### src/rtl/lsu_issue_arbiter.sv
// lsu_issue_arbiter
//   Round-robin issue arbiter and outstanding-request tracker for the single
//   LSU issue port of a compute unit. Grants at most one eligible wavefront per
//   cycle under a per-wavefront cap (2^WF_CNT_W-1) and a CU-wide cap
//   (MAX_TOTAL). Counts completions per wavefront and exports the memory-wait
//   vector consumed by the issue stage.
//
// Optional build macro: LSU_ARB_STATS_EN (issue / stall statistics counters).
//
// Ports:
//   clk               clock, all state on rising edge
//   rst               synchronous active-low reset (0 = reset)
//   req_valid         per-wavefront LSU instruction ready
//   lsu_ready         LSU accepts an issue this cycle
//   lsu_done          one LSU instruction retired this cycle
//   lsu_done_wfid     wavefront of the retiring instruction
//   grant_valid       issue accepted this cycle (combinational)
//   grant_wfid        granted wavefront, 0 when no grant (combinational)
//   mem_wait_arry     per-wavefront "has outstanding LSU instruction"
//   outstanding_total CU-wide in-flight count
//   err_sticky        sticky protocol error (bad/unmatched completion)
//   stat_issued       issued-instruction count (stats build, else 0)
//   stat_stall        request-pending-no-grant cycles (stats build, else 0)
module lsu_issue_arbiter #(
  parameter int unsigned NUM_WF    = 40,
  parameter int unsigned WF_CNT_W  = 3,
  parameter int unsigned MAX_TOTAL = 16
) (
  input  logic              clk,
  input  logic              rst,
  input  logic [NUM_WF-1:0] req_valid,
  input  logic              lsu_ready,
  input  logic              lsu_done,
  input  logic [5:0]        lsu_done_wfid,
  output logic              grant_valid,
  output logic [5:0]        grant_wfid,
  output logic [NUM_WF-1:0] mem_wait_arry,
  output logic [5:0]        outstanding_total,
  output logic              err_sticky,
  output logic [31:0]       stat_issued,
  output logic [31:0]       stat_stall
);

  localparam int unsigned ID_W   = 6;
  localparam int unsigned TOT_W  = 6;
  localparam int unsigned STAT_W = 32;

  localparam logic [WF_CNT_W-1:0] CNT_MAX  = {WF_CNT_W{1'b1}};
  localparam logic [WF_CNT_W-1:0] CNT_ONE  = WF_CNT_W'(1);
  localparam logic [TOT_W-1:0]    TOT_CAP  = TOT_W'(MAX_TOTAL);
  localparam logic [TOT_W-1:0]    TOT_ONE  = TOT_W'(1);
  localparam logic [ID_W-1:0]     LAST_WF  = ID_W'(NUM_WF - 1);
  localparam logic [ID_W-1:0]     NUM_WF_L = ID_W'(NUM_WF);
  localparam logic [ID_W:0]       NUM_WF_X = (ID_W+1)'(NUM_WF);

  logic [WF_CNT_W-1:0] cnt_q [NUM_WF];
  logic [WF_CNT_W-1:0] cnt_d [NUM_WF];
  logic [TOT_W-1:0]    total_q, total_d;
  logic [ID_W-1:0]     rr_ptr_q, rr_ptr_d;
  logic                err_q, err_d;

  logic [NUM_WF-1:0]   elig;
  logic                room;
  logic                sel_found;
  logic [ID_W-1:0]     sel_idx;
  logic [ID_W:0]       pos;

  logic                done_in_range;
  logic                done_cnt_nz;
  logic                done_hits_grant;
  logic                done_valid;
  logic                done_err;
  logic [NUM_WF-1:0]   wf_inc;
  logic [NUM_WF-1:0]   wf_dec;

  // Eligibility: requesting, below per-wavefront cap, CU-wide room left
  assign room = (total_q < TOT_CAP);

  always_comb begin
    elig = '0;
    for (int unsigned i = 0; i < NUM_WF; i++) begin
      elig[i] = req_valid[i] & (cnt_q[i] != CNT_MAX) & room;
    end
  end

  // Round-robin search: first eligible index from rr_ptr upward, wrapping
  always_comb begin
    sel_found = 1'b0;
    sel_idx   = '0;
    pos       = '0;
    for (int unsigned k = 0; k < NUM_WF; k++) begin
      pos = {1'b0, rr_ptr_q} + (ID_W+1)'(k);
      if (pos >= NUM_WF_X) begin
        pos = pos - NUM_WF_X;
      end
      if (!sel_found && elig[pos[ID_W-1:0]]) begin
        sel_found = 1'b1;
        sel_idx   = pos[ID_W-1:0];
      end
    end
  end

  // Grant is same-cycle and suppressed while reset is held
  assign grant_valid = lsu_ready & sel_found & rst;
  assign grant_wfid  = grant_valid ? sel_idx : '0;

  // Count of the completing wavefront is nonzero (out-of-range ids read as 0)
  always_comb begin
    done_cnt_nz = 1'b0;
    for (int unsigned i = 0; i < NUM_WF; i++) begin
      if (lsu_done_wfid == ID_W'(i)) begin
        done_cnt_nz = (cnt_q[i] != '0);
      end
    end
  end

  // A done to an idle wavefront is still legal if it is granted in the same cycle
  assign done_in_range   = (lsu_done_wfid < NUM_WF_L);
  assign done_hits_grant = grant_valid & (grant_wfid == lsu_done_wfid);
  assign done_valid      = lsu_done & done_in_range & (done_cnt_nz | done_hits_grant);
  assign done_err        = lsu_done & ~done_valid;

  // Per-wavefront increment/decrement strobes
  always_comb begin
    wf_inc = '0;
    wf_dec = '0;
    for (int unsigned i = 0; i < NUM_WF; i++) begin
      wf_inc[i] = grant_valid & (grant_wfid == ID_W'(i));
      wf_dec[i] = done_valid & (lsu_done_wfid == ID_W'(i));
    end
  end

  // Next-state: counters, total, pointer, error flag
  always_comb begin
    for (int unsigned i = 0; i < NUM_WF; i++) begin
      cnt_d[i] = cnt_q[i];
      if (wf_inc[i] && !wf_dec[i]) begin
        cnt_d[i] = cnt_q[i] + CNT_ONE;
      end else if (wf_dec[i] && !wf_inc[i]) begin
        cnt_d[i] = cnt_q[i] - CNT_ONE;
      end
    end

    total_d = total_q;
    if (grant_valid && !done_valid) begin
      total_d = total_q + TOT_ONE;
    end else if (done_valid && !grant_valid) begin
      total_d = total_q - TOT_ONE;
    end

    rr_ptr_d = rr_ptr_q;
    if (grant_valid) begin
      rr_ptr_d = (grant_wfid == LAST_WF) ? '0 : grant_wfid + ID_W'(1);
    end

    err_d = err_q | done_err;
  end

  // State registers
  always_ff @(posedge clk) begin
    if (!rst) begin
      for (int unsigned i = 0; i < NUM_WF; i++) begin
        cnt_q[i] <= '0;
      end
      total_q  <= '0;
      rr_ptr_q <= '0;
      err_q    <= 1'b0;
    end else begin
      for (int unsigned i = 0; i < NUM_WF; i++) begin
        cnt_q[i] <= cnt_d[i];
      end
      total_q  <= total_d;
      rr_ptr_q <= rr_ptr_d;
      err_q    <= err_d;
    end
  end

  // Status outputs straight from registers
  always_comb begin
    mem_wait_arry = '0;
    for (int unsigned i = 0; i < NUM_WF; i++) begin
      mem_wait_arry[i] = (cnt_q[i] != '0);
    end
  end

  assign outstanding_total = total_q;
  assign err_sticky        = err_q;

`ifdef LSU_ARB_STATS_EN
  logic [STAT_W-1:0] stat_issued_q, stat_issued_d;
  logic [STAT_W-1:0] stat_stall_q, stat_stall_d;

  // Statistics: grants issued and cycles with a request but no grant
  always_comb begin
    stat_issued_d = stat_issued_q;
    stat_stall_d  = stat_stall_q;
    if (grant_valid) begin
      stat_issued_d = stat_issued_q + STAT_W'(1);
    end
    if ((|req_valid) && !grant_valid) begin
      stat_stall_d = stat_stall_q + STAT_W'(1);
    end
  end

  always_ff @(posedge clk) begin
    if (!rst) begin
      stat_issued_q <= '0;
      stat_stall_q  <= '0;
    end else begin
      stat_issued_q <= stat_issued_d;
      stat_stall_q  <= stat_stall_d;
    end
  end

  assign stat_issued = stat_issued_q;
  assign stat_stall  = stat_stall_q;
`else
  assign stat_issued = STAT_W'(0);
  assign stat_stall  = STAT_W'(0);
`endif

endmodule

### config.mk
export PLATFORM = sky130hd
export DESIGN_NAME = lsu_issue_arbiter
export DESIGN_NICKNAME = d
export VERILOG_FILES = /design/src/rtl/lsu_issue_arbiter.sv
export SDC_FILE = /design/constraint.sdc
export NUM_CORES = 1
export LEC_CHECK = 0
export ABC_AREA = 1
export BUFFER_PORTS_ARGS = -buffer_cell sky130_fd_sc_hd__buf_2
export CAP_MARGIN = 20
export CORE_MARGIN = 8
export CORE_UTILIZATION = 50
export CTS_CLUSTER_SIZE = 30
export DETAILED_ROUTE_END_ITERATION = 16
export HOLD_SLACK_MARGIN = 0.08
export PLACE_DENSITY = 0.69
export SLEW_MARGIN = 0
export SYNTH_ARGS = -nofsm -noshare
export SYNTH_HDL_FRONTEND = slang
export SYNTH_SLANG_ARGS = --single-unit
### constraint.sdc
create_clock -name clk -period 18.94 [get_ports clk]
set_input_delay 3.788 -clock clk [delete_from_list [all_inputs] [get_ports clk]]
set_output_delay 3.788 -clock clk [all_outputs]
set_load 0.05 [all_outputs]
==> results of run 1 <==
[cell usage after synthesis, types with 12 or more instances]
library cell / number
inv_2: 26
buf_4: 79
nor3_1: 27
buf_2: 20
xnor2_1: 13
fa_1: 42
inv_1: 496
nor2_1: 322
nand3_1: 333
xor2_1: 65
clkbuf_1: 30
a21oi_1: 213
o21ai_0: 307
o21ai_1: 29
nor2_2: 12
nand4_1: 95
ha_1: 113
nand2_2: 45
nand2_1: 894
dfxtp_1: 133
o21a_1: 25
[tightest hold or removal path, cell delays in order (launching register included)]
cell     delay, ns
dfxtp_1       0.31
nand2_1       0.06
a21oi_1       0.06
[layout by cell type, fill, tap and decap left out, types with 9 or more instances in the layout]
cell	Yosys	layout
a21oi_1	213	213
buf_2	20	102
buf_4	79	23
clkbuf_16	0	17
conb_1	1	64
dfxtp_1	133	132
fa_1	42	42
ha_1	113	113
inv_1	496	496
inv_2	26	26
nand2_1	894	894
nand2_2	45	45
nand3_1	333	333
nand3_2	9	9
nand4_1	95	95
nor2_1	322	322
nor2_2	12	11
nor3_1	27	27
o211ai_1	10	10
o21a_1	25	25
o21ai_0	307	307
o21ai_1	29	29
xnor2_1	13	13
xor2_1	65	65
[flip-flops by register name, indices dropped and copies added, names as in the netlist]
| name | count |
|---|---|
| rr_ptr_q | 6 |
| err_sticky | 1 |
| cnt_q | 120 |
| outstanding_total | 6 |
[logic make-up (layout without fill, tap and decap cells)]
| logic type | after synthesis | count (layout) | synth area share [%] |
|---|---|---|---|
| AOI/OAI and AO/OA | 650 | 650 | 17.7 |
| xor gates and xnor gates | 86 | 86 | 4.05 |
| adders and majority gates | 155 | 155 | 11.2 |
| buffers and inverters | 678 | 687 | 14.9 |
| DFF | 133 | 133 | 13.3 |
| muxes | 2 | 2 | 0.0996 |
| other | 1 | 64 | 0.0187 |
| and+or+nand+nor | 1775 | 1775 | 38.8 |
[metrics by stage]
stage | hold WS (ns) | instances
after floorplan | 0.452 | 3543
after global placement | 0.457 | 4045
after detailed placement | 0.469 | 4045
after CTS | 0.477 | 4077
after global routing | 0.502 | 4077
final | 0.472 | 4077
[per-layer routing]
metal | part of all wire [%] | wire length, um | up-vias
met1 | 39 | 31200 | 10300
met4 | 7.8 | 6200 | 0
met2 | 44 | 34900 | 1087
met3 | 9.1 | 7230 | 273
met5 | 0 | 0 | -
li1 | - | - | 11300
[final timing paths]
| path | endpoint | slack [ns] |
|---|---|---|
| max | grant_wfid[4] | 5.94 |
| max reg2reg | outstanding_total[5] | 9.11 |
| min | rr_ptr_q[5] | 0.47 |
| min reg2reg | rr_ptr_q[5] | 0.47 |
[cell type report]
type / instances / share of cell area (%)
multi-input cells: 2732 / 68.8
flip-flops and latches: 133 / 12.5
inverters: 530 / 9.36
repair buffers: 125 / 3.20
well taps: 525 / 3.08
clock buffers: 20 / 2.19
clock inverters: 12 / 0.827
[power groups by stage]
stage	logic, W	clock network (W)	registers [W]
finish	0.00267	0.000364	0.000315
detailed placement	0.00256	0	0.000321
global placement	0.00257	0	0.000321
CTS	0.00257	0.000368	0.000315
floorplan	0.00178	0	0.000328
global route	0.00288	0.000379	0.000318
==> results.toml, run 1 <==
[worst_setup_path]
path_max_fanout = 21
rr_worst_depth = 56
path_buf_inv = 6
critical_path_required_ns = 15.15
worst-path-stages = 36
startpoint = "req_valid[37]"
end_kind = "output pin"
cp_slowest_stage_delay_ns = 0.47
path_class = "primary input to output pin"
start_kind = "primary input"
crit_path_top_delay_cell = "o21ai_0"
crit_top_cell = "nand2_1"
crit_arrival_ns = 9.21
cp_top_family = "simple AND/OR/NAND/NOR gates"
timing.rr.start = "rr_ptr_q[2]"

[synthesis]
ys_types = 69
synth_top_area_share_pct = 16.7
synthArstFlopShare_pct = 0
synthCells = 3480
synth.area.top_cells = "nand2_1 17%, dfxtp_1 13%, inv_1 9.3%, nand3_1 8.3%, o21ai_0 7.6%"
seq_area_frac_synth_pct = 13.3
syn-cell-area_mm2 = 0.0201
synth_ff_type = "dfxtp_1"
ys_seq_elements = 133
synth_edf_count = 0
syn_area_per_cell_um2 = 5.77
yosysTopAreaCell = "nand2_1"
yosysWarningCount = 0

[flow_run]
maxCapViolations = 0

[placement]
dp_slack_ns = 6.04
dpl_cell_area_mm2 = 0.0207
io_buffers = 103
gp_congestion = 1.12
place_hpwl_um = 64200

[power_and_ir_drop]
max-vdd-ir-drop_uv = 90.8
power_w = 0.00334
p_int_w = 0.00120
clkPwrFrac_pct = 10.9
p_per_area_mw_per_mm2 = 157
p_leak_nw = 10.3
p_sw_w = 0.00214
seq_power_share_pct = 9.4
comb_power_share_pct = 79.7
sw_frac_of_total_pct = 64.1

[timing]
slew_viol_final = 0
tightest_slew_ns = 1.17
finalSetupViolations = 0
fin_setup_tns_ns = 0
rsz0062_at_grt = "no"
max_slew_margin_pct = 20.9
fin_crit_ns = 13.00
timing.final.hold_violations = 0
layout_setup_ws_ns = 5.94
fmax_mhz = 76.9
layout_worst_path_cycle_share_pct = 68.6
fin_skew_ns = 0.00868

[cts]
clkSinkCount = 133
cts-resized-gates = 0
htree_levels = 4
post_cts_buffers = 0
cts_tree = "yes"
path_clk_slew_ns = 0.06
cts_root_buf = "clkbuf_16"
hold_buffers = 0
clkLatencyLatePin_ns = 0.45
cts_buffer_depth = 2
cts_made_buffers = 17

[detailed_routing]
drt_iter0_markers = 2455
viasPerCell = 5.64
routed-via-count = 23000
drc = 0
dr.pass1.iters = 7
drtAntennaViolNets = 0
routed_wl_um = 79600
wl_per_cell_um = 19.5

[final_layout]
multi_input_comb_area_mm2 = 0.0147
fillers = 4288
ff_latch_area_mm2 = 0.00266
drive_gt1_share_pct = 8.36
finish.utilization_pct = 53.7
syn_to_final_growth_pct = 6.14
diodes = 0
finalInstanceArea_mm2 = 0.0213
nets = 3744

[run_status]
status = "finished, final reports clean"

[die]
ios = 168
core_mm2 = 0.0397
initial_core_util_pct = 50.6
die_x_um = 216
rows = 73
die_y_um = 216
die_area_mm2 = 0.0469

[grt]
busiest_layer = "met2"
grt_util_met1_pct = 40.2
track_usage_pct = 32.9
grt_pass1_wl_um = 121000
grtUsageMet2_pct = 52.0
gr-usage-met3_pct = 5.58
grt_max_degree = 71
gr-total-overflow = 0
grt_pass1_vias = 20900
antenna_found_initial = 0

[worst_hold_path]
hold_class = "register to register"
hold_depth = 2
hold_start = "rr_ptr_q[5]"
(Power assumes the default switching activity.)
==> run 2, diff against run 1 <==
==> constraint.sdc (replaced) <==
create_clock -name clk -period 12.6 [get_ports clk]
set_input_delay 2.52 -clock clk [delete_from_list [all_inputs] [get_ports clk]]
set_output_delay 2.52 -clock clk [all_outputs]
set_load 0.05 [all_outputs]
==> run 2 against run 1 <==
Effect of this change: hold slack improved by 0.0072 ns; sequential cell count is the same; design area fell by 0.19%; die area unchanged; first-iteration DRC count is 4.9% lower; routed wire length increased by 0.92%; combinational power increased by 51%; final cell count increased by 0.12%; non-clock buffer count grew 8; largest power group unchanged; highest routed layer is now met5.
==> results.toml, run 2 (synthesis gave the netlist of run 1 again) <==
[final_layout]
syn_to_final_growth_pct = 5.93
mostFrequentLayoutCells = "894 x nand2_1, 496 x inv_1, 333 x nand3_1, 322 x nor2_1, 307 x o21ai_0"
final_common_cell = "nand2_1"
largest_register_ffs = 120
diodes = 0
top_register = "cnt_q"
nets = 3752
fillers = 4266
ff_latch_area_mm2 = 0.00266
finish.utilization_pct = 53.6
drive_gt1_share_pct = 8.41
multi_input_comb_area_mm2 = 0.0147
finalInstanceArea_mm2 = 0.0213

[die]
core_mm2 = 0.0397
die_y_um = 216
die_area_mm2 = 0.0469
rows = 73
ios = 168
initial_core_util_pct = 50.6
die_x_um = 216

[timing]
finalSetupViolations = 0
fin_skew_ns = 0.00540
max_slew_margin_pct = 21.5
rsz0062_at_grt = "no"
fin_setup_tns_ns = 0
layout_worst_path_cycle_share_pct = 85.5
fin_crit_ns = 10.77
fmax_mhz = 92.8
tightest_slew_ns = 1.17
slew_viol_final = 0
timing.final.hold_violations = 0

[cts]
clkSinkCount = 133
post_cts_buffers = 0
cts_root_buf = "clkbuf_16"
cts_tree = "yes"
cts-resized-gates = 0
path_clk_slew_ns = 0.06
clkLatencyLatePin_ns = 0.44
hold_buffers = 0
cts_buffer_depth = 2
htree_levels = 4
cts_made_buffers = 17

[worst_setup_path]
path_buf_inv = 7
end_kind = "output pin"
crit_path_top_delay_cell = "o21ai_1"
crit_arrival_ns = 8.25
path_class = "register to output pin"
start_kind = "register"
path_max_fanout = 25
critical_path_required_ns = 10.08
crit_top_cell = "nand2_1"
cp_top_family = "simple AND/OR/NAND/NOR gates"
cp_slowest_stage_delay_ns = 0.46

[placement]
gp_congestion = 1.10
place_hpwl_um = 65400
io_buffers = 103
dpl_cell_area_mm2 = 0.0207

[detailed_routing]
drtAntennaViolNets = 0
drt_iter0_markers = 2335
routed-via-count = 22900
wl_per_cell_um = 19.7
routed_wl_um = 80300
viasPerCell = 5.62
drc = 0
dr.pass1.iters = 6

[power_and_ir_drop]
max-vdd-ir-drop_uv = 112
p_per_area_mw_per_mm2 = 235
power_w = 0.00499
p_leak_nw = 10.3

[grt]
gr-total-overflow = 0
grt_pass1_wl_um = 122000
track_usage_pct = 33.2
grt_pass1_vias = 21000
grt_max_degree = 70
antenna_found_initial = 1

[worst_hold_path]
hold_class = "register to register"

[flow_run]
maxCapViolations = 0

[run_status]
status = "finished, final reports clean"
## run 2: cell types whose count changed in the layout (fill, tap and decap cells not counted)
| cell | before | now |
|---|---|---|
| clkinv_2 | 3 | 4 |
| bufinv_16 | 4 | 1 |
| clkbuf_4 | 0 | 1 |
| clkinv_4 | 3 | 0 |
| clkbuf_1 | 0 | 3 |
| clkbuf_8 | 3 | 4 |
| clkinvlp_4 | 2 | 0 |
| buf_4 | 23 | 30 |
## run 2: final timing paths
kind	startpoint	to	slack, ns	cells after the start
setup reg to reg	rr_ptr_q[2]	outstanding_total[5]	2.63	58
hold / removal	cnt_q[2][11]	cnt_q[2][11]	0.48	2
hold reg to reg	cnt_q[2][11]	cnt_q[2][11]	0.48	2
setup / recovery	rr_ptr_q[2]	grant_wfid[4]	1.83	41
## run 2: layout make-up
type | instances | share of cell area, %
clock buffers | 24 | 2.31
flip-flops and latches | 133 | 12.5
inverters | 530 | 9.38
multi-input cells | 2732 | 69.0
well taps | 525 | 3.09
clock inverters | 5 | 0.235
repair buffers | 133 | 3.49
## run 2: metal layers
metal / part of all wire (%) / wire length, um / track usage, %
met5: 0.014 / 11 / 0
met3: 8.3 / 6650 / 5.84
met4: 8.6 / 6930 / 25.7
met2: 44 / 35200 / 52.8
met1: 39 / 31500 / 39.5
## run 2: worst reg2reg max path, delay by kind of cell, from the launching register on
kind | cells | cell delay [ns]
simple gates | 39 | 5.43
compound gates | 8 | 1.59
buf+inv | 7 | 1.29
fa+ha+maj | 4 | 1.25
flops | 1 | 0.31
## run 2: report_power, final
part,switching [W],internal [W],leakage (nW),total (W)
combinational,0.00302,0.00103,8.97,0.00404
sequential,0.0000318,0.000447,1.07,0.000479
clock,0.000185,0.000287,0.272,0.000472
## run 2: stage by stage
step,cells,setup WS (ns),hold slack (ns)
2_1_floorplan,3543,3.47,0.452
3_3_place_gp,4052,2.24,0.467
3_5_place_dp,4052,2.16,0.467
4_1_cts,4081,1.71,0.479
5_1_grt,4082,1.13,0.504
6_report,4082,1.83,0.479
